===== src/rtl/led_step_ctrl.sv =====
// led_step_ctrl: button synchronise/debounce plus step-rate generator that
// drives the 6-LED rotator. Pause toggles stepping; speed cycles 1x..8x.
module led_step_ctrl #(
    parameter int unsigned DB_CYCLES   = 540_000,
    parameter int unsigned BASE_PERIOD = 13_500_000
) (
    input  logic       sys_clk,
    input  logic       sys_rst,
    input  logic       btn_pause_n,
    input  logic       btn_speed_n,
    output logic       step,
    output logic       paused,
    output logic [1:0] speed
);

    localparam int unsigned DB_W  = $clog2(DB_CYCLES);
    localparam int unsigned CNT_W = 24;
    localparam int unsigned PER_W = CNT_W + 1;

    localparam logic [DB_W-1:0]  DB_LAST = DB_W'(DB_CYCLES - 1);
    localparam logic [PER_W-1:0] BASE    = PER_W'(BASE_PERIOD);

    // Bit 0 is the pause button, bit 1 the speed button.
    logic [1:0]            raw;
    logic [1:0]            sync1;
    logic [1:0]            sync2;
    logic [1:0]            stable;
    logic [1:0]            stable_q;
    logic [1:0][DB_W-1:0]  db_cnt;
    logic [1:0]            press;
    logic                  pause_ev;
    logic                  speed_ev;

    logic [CNT_W-1:0]      cnt;
    logic [PER_W-1:0]      period;
    logic                  tc;

    assign raw = {btn_speed_n, btn_pause_n};

    // Two-flop synchroniser; idle level is released (1).
    always_ff @(posedge sys_clk or posedge sys_rst) begin
        if (sys_rst) begin
            sync1 <= 2'b11;
            sync2 <= 2'b11;
        end else begin
            sync1 <= raw;
            sync2 <= sync1;
        end
    end

    // Debounce: flip the stable level only after DB_CYCLES consecutive differing samples.
    always_ff @(posedge sys_clk or posedge sys_rst) begin
        if (sys_rst) begin
            stable   <= 2'b11;
            stable_q <= 2'b11;
            db_cnt   <= '0;
        end else begin
            stable_q <= stable;
            for (int i = 0; i < 2; i++) begin
                if (sync2[i] == stable[i]) begin
                    db_cnt[i] <= '0;
                end else if (db_cnt[i] == DB_LAST) begin
                    stable[i] <= ~stable[i];
                    db_cnt[i] <= '0;
                end else begin
                    db_cnt[i] <= db_cnt[i] + DB_W'(1);
                end
            end
        end
    end

    // Press = stable level falling 1->0; releases are ignored.
    assign press    = stable_q & ~stable;
    assign pause_ev = press[0];
    assign speed_ev = press[1];

    // Current period and terminal-count detect; paused never reaches terminal count.
    always_comb begin
        period = BASE >> speed;
        tc     = !paused && (cnt == CNT_W'(period - PER_W'(1)));
    end

    // Period counter, step pulse, pause and speed state; either event cancels a coincident step.
    always_ff @(posedge sys_clk or posedge sys_rst) begin
        if (sys_rst) begin
            cnt    <= '0;
            step   <= 1'b0;
            paused <= 1'b0;
            speed  <= 2'd0;
        end else begin
            step   <= tc & ~pause_ev & ~speed_ev;
            paused <= paused ^ pause_ev;
            if (speed_ev) begin
                speed <= speed + 2'd1;
                cnt   <= '0;
            end else if (!paused) begin
                cnt <= tc ? '0 : cnt + CNT_W'(1);
            end
        end
    end

endmodule


===== config.mk =====
export PLATFORM = sky130hd
export DESIGN_NAME = led_step_ctrl
export DESIGN_NICKNAME = d
export VERILOG_FILES = /design/src/rtl/led_step_ctrl.sv
export SDC_FILE = /design/constraint.sdc
export NUM_CORES = 1
export LEC_CHECK = 0
export CAP_MARGIN = 20
export CORE_ASPECT_RATIO = 0.7
export CORE_MARGIN = 4
export CORE_UTILIZATION = 65
export CTS_CLUSTER_DIAMETER = 150
export DETAILED_ROUTE_END_ITERATION = 8
export PLACE_DENSITY = 0.8
export SETUP_SLACK_MARGIN = 0.02
export SKIP_CTS_REPAIR_TIMING = 1
export SLEW_MARGIN = 20
export SYNTH_ARGS = -nofsm -noshare
export SYNTH_HDL_FRONTEND = slang
export SYNTH_SLANG_ARGS = --single-unit

===== constraint.sdc =====
create_clock -name sys_clk -period 6.4 [get_ports sys_clk]
set_input_delay 1.92 -clock sys_clk [delete_from_list [all_inputs] [get_ports sys_clk]]
set_output_delay 1.92 -clock sys_clk [all_outputs]
set_load 0.02 [all_outputs]

==> flow_summary_export.csv <==
group,metric,value,unit
run_status,outcome,"complete, no violations",
route,drt_first_pass_iters,4,
synth,synth_area_leader_cell,"dfrtp_1",
floorplanning,initial_core_util,68.0,%
synth,syn_area_per_cell,9.69,um^2
setup_path,cp_cell_sequence,"clkdlybuf4s50_1",
synth,synthAdderAreaFrac,2.85,%
setup_path,required,4.48,ns
sta,drv_slew,0,
setup_path,crit_path_end_kind,"output pin",
synth,synth_compound_area_share,8.01,%
global_routing,grt_pass1_wl,13000,um
final_layout,finalNonFillerCells,490,
sta,setup_tns,0,ns
cts,clkTransAtPathRegs,0.08,ns
sta,fmax,288,MHz
setup_path,timing.rr.start,"speed[1]$_DFFE_PP0P_",
global_routing,grt.total_usage,22.5,%
synth,yosysTopAreaCellShare,43.0,%
global_routing,grt-ovfl-total,0,
synth,synthCells,408,
hold_path,min_path_type,"reg -> reg",
route,via_per_inst,5.94,
sta,period_minus_slack,3.47,ns
final_layout,design_area,4200,um^2
cts,cts.htree.levels,3,
sta,rsz0062_at_grt,"no",
place,port-buffer-count,7,
setup_path,startpoint,"speed[1]$_DFFE_PP0P_",
sta,setup_violations,0,
floorplanning,core-area,5810,um^2
synth,syn_nets,421,
sta,hold_violations,0,
cts,clock_latency,0.34,ns
flow_run,cap_violations,0,
setup_path,cp_max_fo,9,
synth,ys_types,46,
setup_path,crit_buf_inv,1,
place,postPlaceCellArea,4030,um^2
synth,synth_area,3950,um^2
final_layout,fin_nets,423,
setup_path,r2r_end,"cnt[6]$_DFFE_PP0P_",
cts,cts_made_buffers,9,
setup_path,critical_path_depth,1,
route,ant_nets,0,
power,leakage,1.79,nW
sta,worstMarginPinSlew,0.840,ns
route,drc,0,
global_routing,grt_pass1_vias,2759,
floorplanning,die_area,7410,um^2
sta,worst_clock_skew,0.00993,ns
route,vias,2910,
floorplanning,rows,23,
place,place_congestion,0.854,
global_routing,grt_max_degree,40,
route,drtIter0Drc,208,
synth,ys.flop_type,"dfrtp_1",
synth,ys_seq_area_share,48.4,%
route,detail_route.wirelength,7580,um
place,dpl.cell_count,474,
setup_path,arrival,1.55,ns
synth,synth-edff-count,0,
final_layout,area_growth,6.17,%
setup_path,worst_path_largest_cell_delay,0.67,ns
power,power.density,199,nW/um^2
cts,cts_max_path_buffers,2,
synth,synth_top_family_by_area,"simple AND/OR/NAND/NOR gates",
synth,synth-simple-area-share,24.7,%
setup_path,worstSetupPathType,"reg -> out",
synth,yosys_warnings,0,
final_layout,drive_above_1_share,8.19,%
floorplanning,dieHeight,73.3,um
synth,synthMuxAreaShare,1.36,%
sta,slew_headroom,43.6,%
synth,synth_top_cells_by_area,"dfrtp_1 (43%), dfstp_2 (5.3%), xnor2_1 (5.3%)",
cts,root_buffer,"clkbuf_8",
synth,async_flop_share,100,%
cts,cts.sinks,76,
route,wire_per_inst,15.5,um
synth,ys_seq_elements,76,
setup_path,r2r_cells,9,
power,ir_drop,0.000153,V
setup_path,start_kind,"flop",
floorplanning,io_pins,8,
setup_path,regToRegSetupSlack,3.19,ns
sta,timing.final.crit_share,54.2,%
cts,cts_tree,"yes",
setup_path,crit_end,"speed[1]",
setup_path,critical_path.top_delay_family,"buffers and inverters",
setup_path,critPathSlowestCell,"clkdlybuf4s50_1",
place,dp_hpwl,5160,um
synth,synth_xor_area_share,11.2,%
final_layout,n_antenna_cell,0,
power,finalPower,835,uW
global_routing,antenna_found_initial,0,
floorplanning,die_w,101,um
final_layout,num-fill-cells,423,
layout make-up:
class / instances / area [um^2] / area share, %
tap: 75 / 93.8 / 2.24
inverter: 9 / 33.8 / 0.805
sequential: 76 / 1910 / 45.5
clock buffer: 11 / 131 / 3.13
multi-input combinational: 305 / 1900 / 45.4
timing repair buffer: 9 / 85.1 / 2.03
clock inverter: 5 / 37.5 / 0.894
state kept, by name, indices dropped and copies added (netlist names):
signal    count
db_cnt       40
cnt          24
speed         2
stable        2
stable_q      2
sync1         2
sync2         2
paused        1
step          1
power breakdown:
part	leakage (nW)	internal [mW]	switching, mW
Combinational	0.700	0.00579	0.0157
Sequential	1.01	0.485	0.00360
Clock	0.0799	0.143	0.182
Yosys cell counts, types with 6 or more instances:
cell type and number:
dfrtp_1 68, nor2_1 54, nand2_1 40, nand3_1 37, xnor2_1 24, xor2_1 24, nor3_1 16, nand4_1 10
a21o_1 9, and3_1 9, ha_1 9, inv_1 9, and4_1 8, buf_2 8, dfstp_2 8, o21ai_1 8
nand2b_1 6
kinds of logic after synthesis:
family / after synthesis
multiplexers: 5
XOR/XNOR: 49
AND/OR/NAND/NOR: 199
AO/OA/AOI/OAI: 43
flip-flops: 76
buffers and inverters: 27
adder cells (fa/ha/maj): 9
cell usage in the layout, fill, tap and decap left out, types with 4 or more instances in the layout:
cell	n
clkbuf_8	9
o311ai_1	4
a21o_1	9
nor2_1	54
xor2_1	24
and4_1	8
nor4_1	4
nand2b_1	6
nand4_1	10
ha_1	9
nor3_1	16
a31oi_1	5
inv_1	8
and3_1	9
clkdlybuf4s50_1	7
o21ai_1	8
dfrtp_1	68
nand2_1	40
xnor2_1	24
dfstp_2	8
nand3_1	37
how the worst min path moves through the flow:
stage | startpoint | to | slack (ns) | cells after the start
final | sync1[1]$_DFF_PP1_ | sync2[1]$_DFF_PP1_ | 0.35 | 0
after global routing | sync1[1]$_DFF_PP1_ | sync2[1]$_DFF_PP1_ | 0.36 | 0
after CTS | sync1[1]$_DFF_PP1_ | sync2[1]$_DFF_PP1_ | 0.35 | 0
after detailed placement | sync1[0]$_DFF_PP1_ | sync2[0]$_DFF_PP1_ | 0.35 | 0
after global placement | sync1[0]$_DFF_PP1_ | sync2[0]$_DFF_PP1_ | 0.35 | 0
after floorplan | sync1[0]$_DFF_PP1_ | sync2[0]$_DFF_PP1_ | 0.35 | 0
per-stage QoR:
stage | worst slack (ns) | util, % | hold slack (ns)
after floorplan | 2.55 | - | 0.345
after global placement | 2.96 | 69.3 | 0.347
after detailed placement | 2.94 | 69.3 | 0.348
after CTS | 2.93 | 72.2 | 0.350
after global routing | 2.88 | 72.2 | 0.357
final | 2.93 | 72.2 | 0.351
metal layers:
| layer | wire, um | GRT usage, % | part of all wire (%) | vias up |
|---|---|---|---|---|
| met4 | 114 | 8.41 | 1.5 | 0 |
| met2 | 3290 | 31.5 | 43 | 65 |
| met5 | 0 | 0 | 0 | - |
| met3 | 390 | 5.98 | 5.1 | 9 |
| met1 | 3790 | 33.5 | 50 | 1417 |
| li1 | - | - | - | 1419 |
No activity file was read; power rests on OpenSTA's default activity.
